===== src/rtl/c17_bist.sv =====
// BIST wrapper for the c17 netlist: 5-bit LFSR stimulus, 16-bit MISR response compaction, golden compare.
// Optional abort input enabled by defining C17_BIST_ABORT_EN.
module c17_bist #(
  parameter int          PAT_COUNT = 31,
  parameter logic [4:0]  SEED      = 5'b00001,
  parameter logic [15:0] GOLDEN    = 16'h0000
) (
  input  logic        clk,
  input  logic        rst_n,
  input  logic        start,
`ifdef C17_BIST_ABORT_EN
  input  logic        abort,
`endif
  output logic [4:0]  pat,
  input  logic [1:0]  resp,
  output logic        busy,
  output logic        done,
  output logic        pass,
  output logic [15:0] signature,
  output logic [4:0]  pat_idx
);

  // An all-zero seed would lock the LFSR, so it is quietly replaced.
  localparam logic [4:0] SEED_EFF = (SEED == 5'd0) ? 5'd1 : SEED;
  localparam logic [4:0] LAST_IDX = 5'(PAT_COUNT - 1);

  typedef enum logic [1:0] {IDLE, RUN, COMPARE, DONE} state_t;

  state_t      state_q, state_d;
  logic [4:0]  pat_q, pat_d;
  logic [4:0]  idx_q, idx_d;
  logic [15:0] sig_q, sig_d;
  logic        busy_q, busy_d;
  logic        done_q, done_d;
  logic        pass_q, pass_d;
  logic        abort_req;

`ifdef C17_BIST_ABORT_EN
  assign abort_req = abort;
`else
  assign abort_req = 1'b0;
`endif

  function automatic logic [15:0] misr_step(input logic [15:0] s, input logic [1:0] r);
    return {s[14:0], 1'b0} ^ (s[15] ? 16'h1021 : 16'h0000) ^ {14'b0, r};
  endfunction

  always_comb begin
    state_d = state_q;
    pat_d   = pat_q;
    idx_d   = idx_q;
    sig_d   = sig_q;
    busy_d  = busy_q;
    done_d  = done_q;
    pass_d  = pass_q;
    case (state_q)
      IDLE, DONE: begin
        if (start) begin
          state_d = RUN;
          pat_d   = SEED_EFF;
          sig_d   = 16'h0000;
          idx_d   = 5'd0;
          busy_d  = 1'b1;
          done_d  = 1'b0;
          pass_d  = 1'b0;
        end
      end
      RUN: begin
        if (abort_req) begin
          state_d = IDLE;
          pat_d   = 5'd0;
          busy_d  = 1'b0;
          done_d  = 1'b0;
          pass_d  = 1'b0;
        end else begin
          sig_d = misr_step(sig_q, resp);
          pat_d = {pat_q[3:0], pat_q[4] ^ pat_q[2]};
          idx_d = idx_q + 5'd1;
          // The last response has been captured above; park the CUT inputs at zero.
          if (idx_q == LAST_IDX) begin
            pat_d   = 5'd0;
            state_d = COMPARE;
          end
        end
      end
      COMPARE: begin
        if (abort_req) begin
          state_d = IDLE;
          pat_d   = 5'd0;
          busy_d  = 1'b0;
          done_d  = 1'b0;
          pass_d  = 1'b0;
        end else begin
          pass_d  = (sig_q == GOLDEN);
          done_d  = 1'b1;
          busy_d  = 1'b0;
          state_d = DONE;
        end
      end
      default: state_d = IDLE;
    endcase
  end

  always_ff @(posedge clk or negedge rst_n) begin
    if (!rst_n) begin
      state_q <= IDLE;
      pat_q   <= 5'd0;
      idx_q   <= 5'd0;
      sig_q   <= 16'h0000;
      busy_q  <= 1'b0;
      done_q  <= 1'b0;
      pass_q  <= 1'b0;
    end else begin
      state_q <= state_d;
      pat_q   <= pat_d;
      idx_q   <= idx_d;
      sig_q   <= sig_d;
      busy_q  <= busy_d;
      done_q  <= done_d;
      pass_q  <= pass_d;
    end
  end

  assign pat       = pat_q;
  assign pat_idx   = idx_q;
  assign signature = sig_q;
  assign busy      = busy_q;
  assign done      = done_q;
  assign pass      = pass_q;

endmodule


===== config.mk =====
export PLATFORM = sky130hd
export DESIGN_NAME = c17_bist
export DESIGN_NICKNAME = d
export VERILOG_FILES = /design/src/rtl/c17_bist.sv
export SDC_FILE = /design/constraint.sdc
export NUM_CORES = 1
export LEC_CHECK = 0
export CORE_MARGIN = 1
export CORE_UTILIZATION = 52
export DETAILED_ROUTE_END_ITERATION = 10
export PLACE_DENSITY = 0.86
export SYNTH_ARGS = -nofsm -noshare
export SYNTH_HDL_FRONTEND = slang
export SYNTH_SLANG_ARGS = --single-unit

===== constraint.sdc =====
create_clock -name clk -period 4.8 [get_ports clk]
set_input_delay 0.96 -clock clk [delete_from_list [all_inputs] [get_ports clk]]
set_output_delay 0.96 -clock clk [all_outputs]
set_load 0.005 [all_outputs]

==> qor.yml <==
post-cts-setup-buffers: 0
core-area_sq_mm: 0.00250
clock_latency_ns: 0.32
syn_avg_cell_area_sq_um: 10.9
start_util: 0.552
yosys-top-cells-area: "dfrtp_1 56%, o21ai_0 8.0%, a22o_1 7.6%, ha_1 4.5%, xnor2_1 2.5%"
vias_per_cell: 5.67
path_buf_inv: 1
status: "completed"
synth_cells: 126
critPathKind: "flop to primary output"
tightest_slew_ns: 0.775
cts_hold_buf: 0
vias: 1095
reg2regPathDepth: 5
critPathTopFamily: "buffers and inverters"
synthSimpleGateAreaFrac: 0.112
setup_violations: 0
cts_buffers: 5
port_buffers: 33
pwr-share-comb: 0.436
timing.critical_path.from_type: "flop"
drt_pass1_iterations: 4
clkTransAtPathRegs_ns: 0.09
ys.flop_type: "dfrtp_1"
ctsResizeCount: 0
die_h_um: 53.5
switchingPower_w: 0.000345
synth_compound_area_frac: 0.198
postSynth.asyncResetShare: 1.00
drive_gt1_frac: 0.0675
cp_max_fo: 6
crit_cells: 1
power_frac_clock: 0.152
gp_congestion: 0.789
drt-total-wl_mm: 2.79
intPower_w: 0.000575
clockRootBuffer: "clkbuf_4"
synth_adder_area_share: 0.0454
yosys.area.top_type: "dfrtp_1"
synthMuxAreaShare: 0.0227
globalRoute.totalOverflow: 0
ir_worst_vdd_uv: 381
grt_pass1_wl_mm: 4.55
final_antenna_net_count: 0
track_usage: 0.227
max_clock_freq_mhz: 429
final.setup.tns_ns: 0
synth.top_cell.area_share: 0.563
hold_violations: 0
p_sw_frac: 0.375
ys_seq_area_frac: 0.563
die_area_sq_mm: 0.00286
hold_depth: 1
syn-num-nets: 136
slowest_delay_ns: 0.55
cts.sinks: 31
antenna_found_initial: 0
max_slew_margin: 0.483
grt_pass1_vias: 1012
cts_tree: "yes"
max_cap_viol_count: 0
syn_to_final_growth_pct: 29.7
maxSlewViolCount: 0
ios: 34
pwr-share-seq: 0.411
cp_cell_sequence: "clkdlybuf4s50_1"
r2r_setup_slack_ns: 2.79
htree_levels: 2
crit_slowest_cell: "clkdlybuf4s50_1"
fp.dieW_um: 53.5
rsz0062_at_grt: "false"
layout_min_cycle_time_ns: 2.33
holdCritPathClass: "flop to flop"
detail_route.drc_violations: 0
avgRoutedWirePerCell_um: 14.4
worstPathRequired_ns: 3.84
clockBufferDepth: 2
synthTopCellsByCount: "31 x dfrtp_1, 22 x o21ai_0, 12 x a22o_1"
finClkSkew_ns: 0.0126
yosysUniqueCellTypes: 26
yosysMostFrequentCell: "dfrtp_1"
cellPowerDensity_mw_per_mm2: 514
synth-xor-area-share: 0.0318
synth-seq-cells: 31
dpl.hpwl_mm: 2.01
antenna_cells: 0
fin_total_pwr_w: 0.000920
yosys_warnings: 0
drt_iter0_drc: 15
cp-end-kind: "primary output"
synth_area_sq_mm: 0.00138
synth_top_family_by_area: "compound AO/OA/AOI/OAI gates"
cp.arrival_ns: 1.37
nets: 172
rows: 18
synth_edf_count: 0
period_share: 0.486
grt_max_degree: 32
leakage_nw: 0.783
-- per-stage QoR --
| step | setup slack (ns) | cell area, sq um | util | instances | hold slack [ns] |
|---|---|---|---|---|---|
| floorplan | 3.05 | 1380 | - | 126 | 0.500 |
| global placement | 2.25 | 1740 | 0.695 | 185 | 0.494 |
| detailed placement | 2.21 | 1740 | 0.695 | 185 | 0.500 |
| CTS | 2.45 | 1790 | 0.715 | 193 | 0.518 |
| global route | 2.40 | 1790 | 0.715 | 193 | 0.530 |
| finish | 2.47 | 1790 | 0.715 | 193 | 0.516 |
-- path summary, 6_finish.rpt --
path,startpoint,end
worst max-delay path,signature[15],signature[15]
worst min-delay path,done,done
worst max register to register,state_q[0],signature[14]
worst min register to register,done,done
max in group asynchronous,rst_n,signature[14]
min in group asynchronous,rst_n,signature[11]
-- cell usage in the layout, fill, tap and decap left out, types with 2 or more instances in the layout --
| cell type | instances |
|---|---|
| a21boi_0 | 2 |
| a21oi_1 | 4 |
| a22o_1 | 12 |
| buf_4 | 2 |
| clkbuf_1 | 2 |
| clkbuf_4 | 5 |
| clkdlybuf4s50_1 | 33 |
| dfrtp_1 | 31 |
| ha_1 | 5 |
| inv_1 | 4 |
| mux2i_1 | 2 |
| nand2_1 | 8 |
| nand3_1 | 5 |
| nand4_1 | 2 |
| nor2_1 | 2 |
| nor2b_1 | 2 |
| nor4_1 | 2 |
| o21ai_0 | 22 |
| o31ai_1 | 2 |
| or2_2 | 2 |
| or3_1 | 3 |
| xnor2_1 | 4 |
-- power by group through the flow --
stage               clock network (W)  logic, W  registers, W
detailed placement                  0  0.000405      0.000383
finish                       0.000140  0.000401      0.000378
global route                 0.000155  0.000452      0.000388
CTS                          0.000143  0.000406      0.000378
global placement                    0  0.000390      0.000379
floorplan                           0  0.000239      0.000377
-- logic make-up (layout without fill, tap and decap cells) --
family | after synthesis | count (layout)
flip-flops | 31 | 31
buffers and inverters | 10 | 47
XOR/XNOR | 5 | 5
adder cells (fa/ha/maj) | 5 | 5
AND/OR/NAND/NOR | 29 | 29
AO/OA/AOI/OAI | 43 | 43
multiplexers | 3 | 3
-- per-layer routing --
metal  GRT usage  routed length, um
met4       0.114                 37
met2       0.342               1340
met1       0.295               1280
met5           0                  0
met3      0.0632                131
-- sequential cells by signal (all words and copies together), names as in the netlist --
signal,cells
busy,1
done,1
pass,1
pat,5
pat_idx,5
signature,16
state_q,2
-- final cells by class --
type | instances | area, sq um
repair buffers | 35 | 345
clock buffers | 7 | 45.0
inverters | 4 | 15.0
flip-flops and latches | 31 | 776
multi-input cells | 85 | 564
well taps | 30 | 37.5
clock inverters | 1 | 5.00
fillers | 195 | 712
Note: power is estimated with default switching activity, not from simulation.
